**src/rtl/pipelined_addsub.sv**
```systemverilog
// pipelined_addsub: valid/ready add/subtract unit with the WIDTH-bit carry
// chain cut into STAGES segments of WIDTH/STAGES bits, one segment per stage.
//
// Stage k register layout (x_q/y_q are full-width words):
//   x_q[k] : finished sum slices in bits [0 +: (k+1)*C], raw A slices above
//   y_q[k] : mode-conditioned B (only slices above the boundary matter)
//   c_q[k] : carry out of segment k, consumed by stage k+1
//   v_q[k] : valid bit travelling with the data
// Every slice moves one stage per advance. Unprocessed operand slices are
// therefore skewed, and finished sum slices are delayed, so that the whole
// word leaves stage STAGES-1 in one piece. That last stage is the output
// register.
//
// Optional build: define PIPELINED_ADDSUB_OVF_EN to add the registered
// signed-overflow output 'ovf'.
module pipelined_addsub #(
    parameter int WIDTH  = 16,
    parameter int STAGES = 4
) (
    input  logic             clk,
    input  logic             rst,
    input  logic             in_valid,
    output logic             in_ready,
    input  logic [WIDTH-1:0] a,
    input  logic [WIDTH-1:0] b,
    input  logic             cin,
    input  logic             sub,
    output logic             out_valid,
    input  logic             out_ready,
    output logic [WIDTH-1:0] sum,
    output logic             cout
`ifdef PIPELINED_ADDSUB_OVF_EN
    ,
    output logic             ovf
`endif
);

    localparam int C = WIDTH / STAGES;

    if (STAGES < 1 || STAGES > WIDTH || (WIDTH % STAGES) != 0) begin : g_bad_cfg
        $error("pipelined_addsub: STAGES must be 1..WIDTH and divide WIDTH");
    end

    logic                         advance;
    logic [WIDTH-1:0]             b_cond;
    logic                         cin_cond;

    logic [STAGES-1:0]            v_q, v_d;
    logic [STAGES-1:0]            c_q, c_d;
    logic [STAGES-1:0][WIDTH-1:0] x_q, x_d;
    logic [STAGES-1:0][WIDTH-1:0] y_q, y_d;

    // Stage inputs: index 0 is the port side, index k>0 is stage k-1's register.
    // The extra top entry is the output side of the last stage.
    logic [STAGES:0]              v_in, c_in;
    logic [STAGES:0][WIDTH-1:0]   x_in, y_in;

`ifdef PIPELINED_ADDSUB_OVF_EN
    logic                         ovf_q, ovf_d;
`endif

    // Subtract is a + ~b + ~cin. The inversion is applied once at entry, so
    // the mode does not need to travel down the pipe.
    assign b_cond   = sub ? ~b : b;
    assign cin_cond = sub ? ~cin : cin;

    assign v_in = {v_q, in_valid};
    assign c_in = {c_q, cin_cond};
    assign x_in = {x_q, a};
    assign y_in = {y_q, b_cond};

    // The whole pipe moves unless a presented result is being refused.
    // There is no bubble collapsing, so in_ready does not look at in_valid.
    assign advance  = !(out_valid && !out_ready);
    assign in_ready = advance;

    assign out_valid = v_in[STAGES];
    assign sum       = x_in[STAGES];
    assign cout      = c_in[STAGES];

    // Per-stage next state: add segment k with the carry from the previous
    // stage, and pass every other slice through unchanged.
    always_comb begin
        logic [C:0] t;
        t   = '0;
        v_d = '0;
        c_d = '0;
        x_d = '0;
        y_d = '0;
`ifdef PIPELINED_ADDSUB_OVF_EN
        ovf_d = 1'b0;
`endif
        for (int k = 0; k < STAGES; k++) begin
            t = {1'b0, x_in[k][k*C +: C]} + {1'b0, y_in[k][k*C +: C]}
              + {{C{1'b0}}, c_in[k]};
            v_d[k]             = v_in[k];
            c_d[k]             = t[C];
            x_d[k]             = x_in[k];
            x_d[k][k*C +: C]   = t[C-1:0];
            y_d[k]             = y_in[k];
        end
`ifdef PIPELINED_ADDSUB_OVF_EN
        // The carry into the MSB is recovered from the MSB's own sum bit:
        // s = a ^ b ^ c_in, so c_in = a ^ b ^ s.
        ovf_d = c_d[STAGES-1]
              ^ (x_in[STAGES-1][WIDTH-1] ^ y_in[STAGES-1][WIDTH-1]
                 ^ x_d[STAGES-1][WIDTH-1]);
`endif
    end

    // Stage registers. Reset clears everything and drops any in-flight
    // work. A stall freezes valid bits, carries and data together.
    always_ff @(posedge clk) begin
        if (rst) begin
            v_q <= '0;
            c_q <= '0;
            x_q <= '0;
            y_q <= '0;
        end else if (advance) begin
            v_q <= v_d;
            c_q <= c_d;
            x_q <= x_d;
            y_q <= y_d;
        end
    end

`ifdef PIPELINED_ADDSUB_OVF_EN
    // Overflow flag, registered alongside the final sum slice.
    always_ff @(posedge clk) begin
        if (rst) begin
            ovf_q <= 1'b0;
        end else if (advance) begin
            ovf_q <= ovf_d;
        end
    end

    assign ovf = ovf_q;
`endif

endmodule

```
**config.mk**
```make
export PLATFORM = sky130hd
export DESIGN_NAME = pipelined_addsub
export DESIGN_NICKNAME = d
export VERILOG_FILES = /design/src/rtl/pipelined_addsub.sv
export SDC_FILE = /design/constraint.sdc
export NUM_CORES = 1
export LEC_CHECK = 0
export ABC_AREA = 1
export CORE_ASPECT_RATIO = 0.75
export CORE_MARGIN = 1.5
export CORE_UTILIZATION = 49
export CTS_BUF_LIST = sky130_fd_sc_hd__clkbuf_8 sky130_fd_sc_hd__clkbuf_16
export CTS_CLUSTER_DIAMETER = 40
export DETAILED_ROUTE_END_ITERATION = 10
export GPL_TIMING_DRIVEN = 0
export PLACE_DENSITY = 0.84
export SETUP_SLACK_MARGIN = 0.4
export SYNTH_ARGS = -nofsm -noshare
export SYNTH_HDL_FRONTEND = slang
export SYNTH_SLANG_ARGS = --single-unit
```
**constraint.sdc**
```tcl
create_clock -name clk -period 2 [get_ports clk]
set_input_delay 0.4 -clock clk [delete_from_list [all_inputs] [get_ports clk]]
set_output_delay 0.4 -clock clk [all_outputs]
set_load 0.005 [all_outputs]
```
==> results.md, run 1 <==
| Step | Parameter | Reported |
| --- | --- | --- |
| outcome | Run status | complete, no violations |
| critical path | Logic depth of the worst setup path including buffers | 6 |
| die | Io pins | 57 |
| die | DIE AREA | 0.00922 mm^2 |
| synth | Netlist area before placement | 0.00424 mm^2 |
| critical path | Critical path endpoint | sum[13] |
| synth | Distinct cell type count of the synthesized netlist | 26 |
| sta | Highest clock rate | 0.614 GHz |
| cells and area | Fraction of final layout cells with drive strength greater than 1 | 0.191 |
| routing | Drt via density | 5.27 |
| global route | Largest net degree at the start of global routing | 16 |
| global route | Number of global-route vias before repair | 3,644 |
| pwr | Leakage power total | 2.35 nW |
| cells and area | Total inserted antenna cells | 0 |
| critical path | Depth of the worst register-to-register path | 6 |
| synth | Most frequently used flop master after synthesis | dfxtp_1 |
| hold path | Worst min-delay path class | register to register |
| global route | Global-route wire length before repair | 17,000 um |
| routing | Remaining routing DRC violations | 0 |
| sta | Worst Slack Setup Final | 0.370 ns |
| critical path | Most repeated library cell on the critical path | nor2_1 |
| critical path | Slowest stage cell, crit path | fa_2 |
| die | Die outline height | 83.5 um |
| clock network | Maximum buffer depth of the clock tree | 2 |
| routing | Vias after detailed routing | 3,736 |
| sta | Shortest clock period the worst path allows after layout | 1.63 ns |
| placement | Setup slack after placement | -0.393 ns |
| cells and area | Post-Route Utilization | 0.635 |
| sta | Measured slew at the worst slew-check pin | 0.540 ns |
| routing | First-pass iteration count of the detailed router | 5 |
| critical path | Largest incremental delay on the critical path | 0.42 ns |
| placement | Final RePlAce weighted congestion | 0.892 |
| sta | Setup tns final | 0 ns |
| global route | Initial antenna violation count | 0 |
| critical path | Type of element capturing the critical path | register |
| cells and area | Synthesis-to-finish area growth | 26.1% |
| sta | Skew final | 0.00758 ns |
| pwr | Total chip power | 4.39 mW |
| clock network | Number of CTS-inserted buffers | 9 |
| routing | Remaining antenna violation count after routing | 0 |
| clock network | H-tree depth | 3 |
| critical path | Endpoint of the most critical register-to-register path | sum[13] |
| synth | Number of flip-flops and latches in the synthesized netlist | 96 |
| pwr | Power Density | 821 mW/mm^2 |
| critical path | Crit-path max FO | 2 |
| die | Horizontal die dimension | 110 um |
| placement | Total half-perimeter wirelength after legalization and detailed placement | 7210 um |
| flow run | Max-cap violations | 0 |
| critical path | Ordered list of cells on the worst path | inv_1, fa_2, inv_2, fa_1, nor2_1, nor2_1 |
| critical path | Top Family by Delay on Critical Path | adder cells |
| critical path | Type of the worst setup path | register to register |
| placement | Number of port buffers | 55 |
| synth | Fraction of the yosys area taken by sequential cells | 0.453 |
| clock network | Root Driver | clkbuf_16 |
| cells and area | # fillers | 707 |
| clock network | Reg clk slew, reported paths | 0.07 ns |
| clock network | Hold buffers post-CTS | 0 |
| clock network | Clock sinks | 96 |
| critical path | Data arrival time of the worst path | 1.86 ns |
| synth | Number of enable-type register cells in the synthesized netlist | 0 |
| critical path | Beginning of the worst register-to-register path | c_q[2] |
| clock network | Worst skew pair latency | 0.34 ns |
| sta | Setup repair after global routing missed its margin | true |
| synth | Warnings from Yosys | 0 |
| routing | Initial DRC count | 243 |
| die | Total number of placement rows | 29 |
| sta | Setup violations, final | 0 |
| cells and area | Post-layout nets | 655 |
| critical path | Timing startpoint of the critical path | c_q[2] |
| critical path | Required @ worst endpoint | 2.24 ns |
| synth | Mean instance size in the synthesized netlist | 8.17 um^2 |
| sta | Pins over their slew limit | 0 |
| die | Effective utilization at floorplan | 0.503 |
| critical path | Startpoint class of the critical path | register |
| critical path | Number of buffer and inverter stages on the critical path | 2 |
| die | Area of the placeable core | 0.00842 mm^2 |
| pwr | Worst VDD drop | 0.392 mV |
| sta | Max_slew headroom | 0.640 |
| sta | Final worst-path cycle share | 0.815 |
| global route | Total routing resource utilization after global routing | 0.244 |
| sta | Final Hold Vio Count | 0 |
| routing | Post-Route WL | 10,700 um |
| synth | Gate count of the mapped netlist | 519 |
| synth | Syn_nets | 577 |
| clock network | Clock tree from TritonCTS | yes |
| synth | Fraction of synthesis flops using an asynchronous set or reset pin | 0 |
| critical path | Setup slack, reg-to-reg | 0.37 ns |
| routing | Routed wire per std cell | 15.1 um |
| global route | Total gr overflow | 0 |
==> per-layer routing <==
layer  up-vias  routed length (um)  GRT usage
met5         -                   0          0
met4         0                 259     0.0781
met3        30                1020     0.0796
met2       148                5030      0.405
met1      1754                4370      0.297
li1       1804                   -          -
==> stage by stage <==
stage          std cells  cell area (um^2)  hold WS [ns]
5_1_grt              709              5350         0.499
2_1_floorplan        519              4260         0.430
3_3_place_gp         682              4950         0.443
3_5_place_dp         682              4950         0.460
4_1_cts              706              5320         0.465
6_report             709              5350         0.473
==> logic make-up (layout without fill, tap and decap cells) <==
kind of cell / after synthesis / count (layout) / share of synthesized area
adders and majority gates: 20 / 20 / 0.0732
xor gates and xnor gates: 17 / 17 / 0.0351
and+or+nand+nor: 177 / 177 / 0.164
buffers and inverters: 80 / 162 / 0.111
AOI/OAI and AO/OA: 129 / 129 / 0.163
DFF: 96 / 96 / 0.453
==> flip-flops by register name, indices dropped and copies added, names as in the netlist <==
name,count
c_q,4
sum,16
v_q,4
x_d,36
x_in,12
y_d,24
==> synthesized netlist by cell type (11+ instances only) <==
| master | count | area share |
|---|---|---|
| a21oi_1 | 27 | 0.032 |
| buf_2 | 11 | 0.013 |
| buf_4 | 19 | 0.034 |
| dfxtp_1 | 96 | 0.45 |
| ha_1 | 12 | 0.035 |
| inv_1 | 28 | 0.025 |
| nand2_1 | 29 | 0.026 |
| nor2_1 | 132 | 0.12 |
| o21ai_0 | 62 | 0.073 |
| o21ai_1 | 25 | 0.030 |
==> layout by cell type, fill, tap and decap left out, types with 10 or more instances in the layout <==
cell,Yosys,routed
nor2_1,132,132
clkdlybuf4s50_1,0,33
dfxtp_2,0,19
nand3_1,10,10
nand2_1,29,29
inv_1,28,27
o21ai_1,25,27
buf_2,11,10
dlygate4sd2_1,0,21
a21oi_1,27,27
o21ai_0,62,60
dfxtp_1,96,77
buf_4,19,30
o21ai_2,10,10
ha_1,12,12
==> power by group <==
group          internal [mW]  switching [mW]  leakage (nW)
logic                  0.331           0.329          1.42
registers               2.07          0.0953         0.799
clock network          0.866           0.701         0.130
total                   3.26            1.13          2.35
==> cell type report <==
cell class	count	area [um^2]	share of cell area
Sequential cell	96	1950	0.364
Multi-Input combinational cell	343	1880	0.352
Inverter	32	123	0.0229
Timing Repair Buffer	67	609	0.114
Clock inverter	5	33.8	0.00632
Tap cell	108	135	0.0253
Clock buffer	10	239	0.0447
Buffer	48	378	0.0707
==> worst register-to-register path, cell delays in order (launching register included) <==
cell and delay [ns]:
dfxtp_2 0.33, inv_1 0.05, fa_2 0.42, inv_2 0.09, fa_1 0.42, nor2_1 0.15
nor2_1 0.05
==> repair_timing <==
item,in CTS,in global routing
pin swaps,7,6
setup buffers,9,3
gates resized for setup,49,7
setup endpoints to repair,26,11
==> how the worst min path moves through the flow <==
stage,from,to,slack (ns),cells past startpoint
after global routing,x_d[45],x_in[61],0.50,2
after detailed placement,v_q[2],v_q[3],0.46,2
after floorplan,v_q[2],v_q[2],0.43,2
after global placement,v_q[2],v_q[2],0.44,2
after CTS,v_q[2],v_q[3],0.46,2
final,x_d[19],x_d[35],0.47,2
Note: power is estimated with default switching activity, not from simulation.
==> run 2, diff against run 1 <==
Clock period 2 ns to 1.4 ns, I/O delays scaled along.
==> results.md, run 2 (synthesized netlist as in run 1, its figures left out) <==
| Step | Parameter | Reported |
| --- | --- | --- |
| sta | Measured slew at the worst slew-check pin | 0.849 ns |
| sta | Worst hold margin | 0.309 ns |
| critical path | Largest incremental delay on the critical path | 0.66 ns |
| global route | Total routing resource utilization after global routing | 0.379 |
| critical path | Timing startpoint of the critical path | rst |
| pwr | Sequential group share of total power | 0.420 |
| clock network | Clock tree from TritonCTS | yes |
| critical path | Data arrival time of the worst path | 1.93 ns |
| global route | Global-route wire length before repair | 25,800 um |
| critical path | Top Family by Delay on Critical Path | buffers and inverters |
| clock network | Number of CTS-inserted buffers | 9 |
| die | Horizontal die dimension | 110 um |
| sta | Setup tns final | -5.23 ns |
| flow run | Max-cap violations | 0 |
| pwr | Net switching component of the power | 2.38 mW |
| clock network | Clock sinks | 96 |
| sta | Max_slew headroom | 0.434 |
| placement | Total half-perimeter wirelength after legalization and detailed placement | 7370 um |
| clock network | Worst skew pair latency | 0.37 ns |
| placement | Final RePlAce weighted congestion | 0.925 |
| pwr | Clock Power Share | 0.350 |
| pwr | Total chip power | 7.68 mW |
| die | Io pins | 57 |
| routing | Vias after detailed routing | 5,038 |
| critical path | Number of buffer and inverter stages on the critical path | 3 |
| pwr | Cell Int Power | 5.30 mW |
| critical path | Type of element capturing the critical path | register |
| critical path | Crit-path max FO | 10 |
| critical path | Startpoint class of the critical path | input port |
| critical path | Beginning of the worst register-to-register path | v_q[3] |
| die | DIE AREA | 0.00922 mm^2 |
| routing | Drt via density | 6.64 |
| die | Effective utilization at floorplan | 0.503 |
| pwr | Worst VDD drop | 1.61 mV |
| routing | Remaining routing DRC violations | 0 |
| sta | Worst Slack Setup Final | -0.245 ns |
| pwr | Leakage power total | 3.10 nW |
| routing | Post-Route WL | 22,000 um |
| cells and area | Final instance area | 0.00745 mm^2 |
| clock network | Hold buffers post-CTS | 0 |
| sta | Highest clock rate | 0.608 GHz |
| routing | Routed wire per std cell | 29.0 um |
| sta | Pins over their slew limit | 0 |
| critical path | Type of the worst setup path | input port to register |
| global route | Total gr overflow | 0 |
| global route | Initial antenna violation count | 2 |
| pwr | Power Density | 1030 mW/mm^2 |
| cells and area | Cell Count, Final, Fillers Out | 759 |
| cells and area | Synthesis-to-finish area growth | 75.9% |
| sta | Skew final | 0.0104 ns |
| global route | Largest net degree at the start of global routing | 16 |
| cells and area | Post-Route Utilization | 0.885 |
| sta | Shortest clock period the worst path allows after layout | 1.65 ns |
| clock network | Root Driver | clkbuf_16 |
| clock network | H-tree depth | 3 |
| placement | Placed Instance Area | 0.00498 mm^2 |
| hold path | Start point of the worst min-delay path | rst |
| die | Total number of placement rows | 29 |
| routing | First-pass iteration count of the detailed router | 5 |
| placement | Setup slack after placement | -0.737 ns |
| outcome | Violated checks | negative setup slack |
| sta | Final Hold Vio Count | 0 |
| cells and area | Top library cells by usage in the layout, fill and taps aside | dfxtp_1, buf_6, nor2_4, nor2_1, o21ai_2 |
| outcome | Run status | complete, but fails checks |
| critical path | Ordered list of cells on the worst path | dlygate4sd2_1, inv_2, clkbuf_1, o21ai_0, a21oi_1 |
| sta | Setup repair after global routing missed its margin | true |
| pwr | Switching power as a share of total power | 0.310 |
| sta | Setup violations, final | 73 |
| die | Die outline height | 83.5 um |
| cells and area | Max FFs per register | 36 |
| placement | Number of placed cells counting well taps | 682 |
| die | Area of the placeable core | 0.00842 mm^2 |
| critical path | Slowest stage cell, crit path | clkbuf_1 |
| cells and area | Fraction of final layout cells with drive strength greater than 1 | 0.574 |
| sta | Final worst-path cycle share | 1.18 |
| cells and area | Leading cell type in the layout, fill and taps excluded | dfxtp_1 |
| cells and area | Post-layout nets | 703 |
| critical path | Required @ worst endpoint | 1.69 ns |
| routing | Remaining antenna violation count after routing | 0 |
| pwr | Relative contribution of combinational cells to total power | 0.230 |
| clock network | Maximum buffer depth of the clock tree | 2 |
| placement | Number of port buffers | 55 |
| clock network | Reg clk slew, reported paths | 0.07 ns |
| hold path | Worst min-delay path class | input port to register |
| routing | Initial DRC count | 633 |
| global route | Number of global-route vias before repair | 4,687 |
[run 2: cell types whose count changed in the layout (fill, tap and decap cells not counted), moves of 13 or more]
cell           delta
a21oi_2          +13
buf_6            +44
o21ai_0          -50
a21oi_1          -17
o21ai_4          +14
nor2_2           +35
o21ai_2          +30
dlygate4sd2_1    -15
nor2_4           +52
buf_8            +16
nor2_1           -87
[run 2: final timing paths]
kind | endpoint | slack (ns) | cells after the start
setup / recovery | x_d[57] | -0.25 | 5
hold / removal | v_q[3] | 0.31 | 2
setup reg to reg | x_d[57] | -0.20 | 8
hold reg to reg | sum[2] | 0.52 | 2
[run 2: power groups by stage]
stage | Combinational, mW | Clock [mW] | Sequential (mW)
final | 1.76 | 2.69 | 3.23
after global routing | 1.81 | 2.76 | 3.23
after CTS | 1.24 | 2.51 | 3.14
after detailed placement | 0.907 | 0 | 3.13
after global placement | 0.870 | 0 | 3.12
after floorplan | 0.589 | 0 | 3.09
[run 2: what timing repair did]
item                       4_1_cts  5_1_grt
setup buffers                   33       14
setup endpoints to repair      115      115
gates resized for setup        401      145
pin swaps                       81       51
cloned                          13        0
[run 2: area by class of cell]
cell class                      instances  area [um^2]
Multi-Input combinational cell        343         2870
Sequential cell                        96         1960
Timing Repair Buffer                  115         1400
Fill cell                             324          965
Buffer                                 48          648
Clock buffer                           11          253
Tap cell                              108          135
Inverter                               32          133
Clock inverter                          5         56.3
Antenna cell                            1         2.50
[run 2: per-layer routing]
layer  vias to the layer above  wire length [um]  global-route usage  part of all wire
met5                         -                 0                   0                 0
met4                         0              2200               0.232              0.10
met3                       232              2940               0.109              0.13
met2                       576              9490               0.599              0.43
met1                      2319              7360               0.450              0.33
li1                       1911                 -                   -                 -
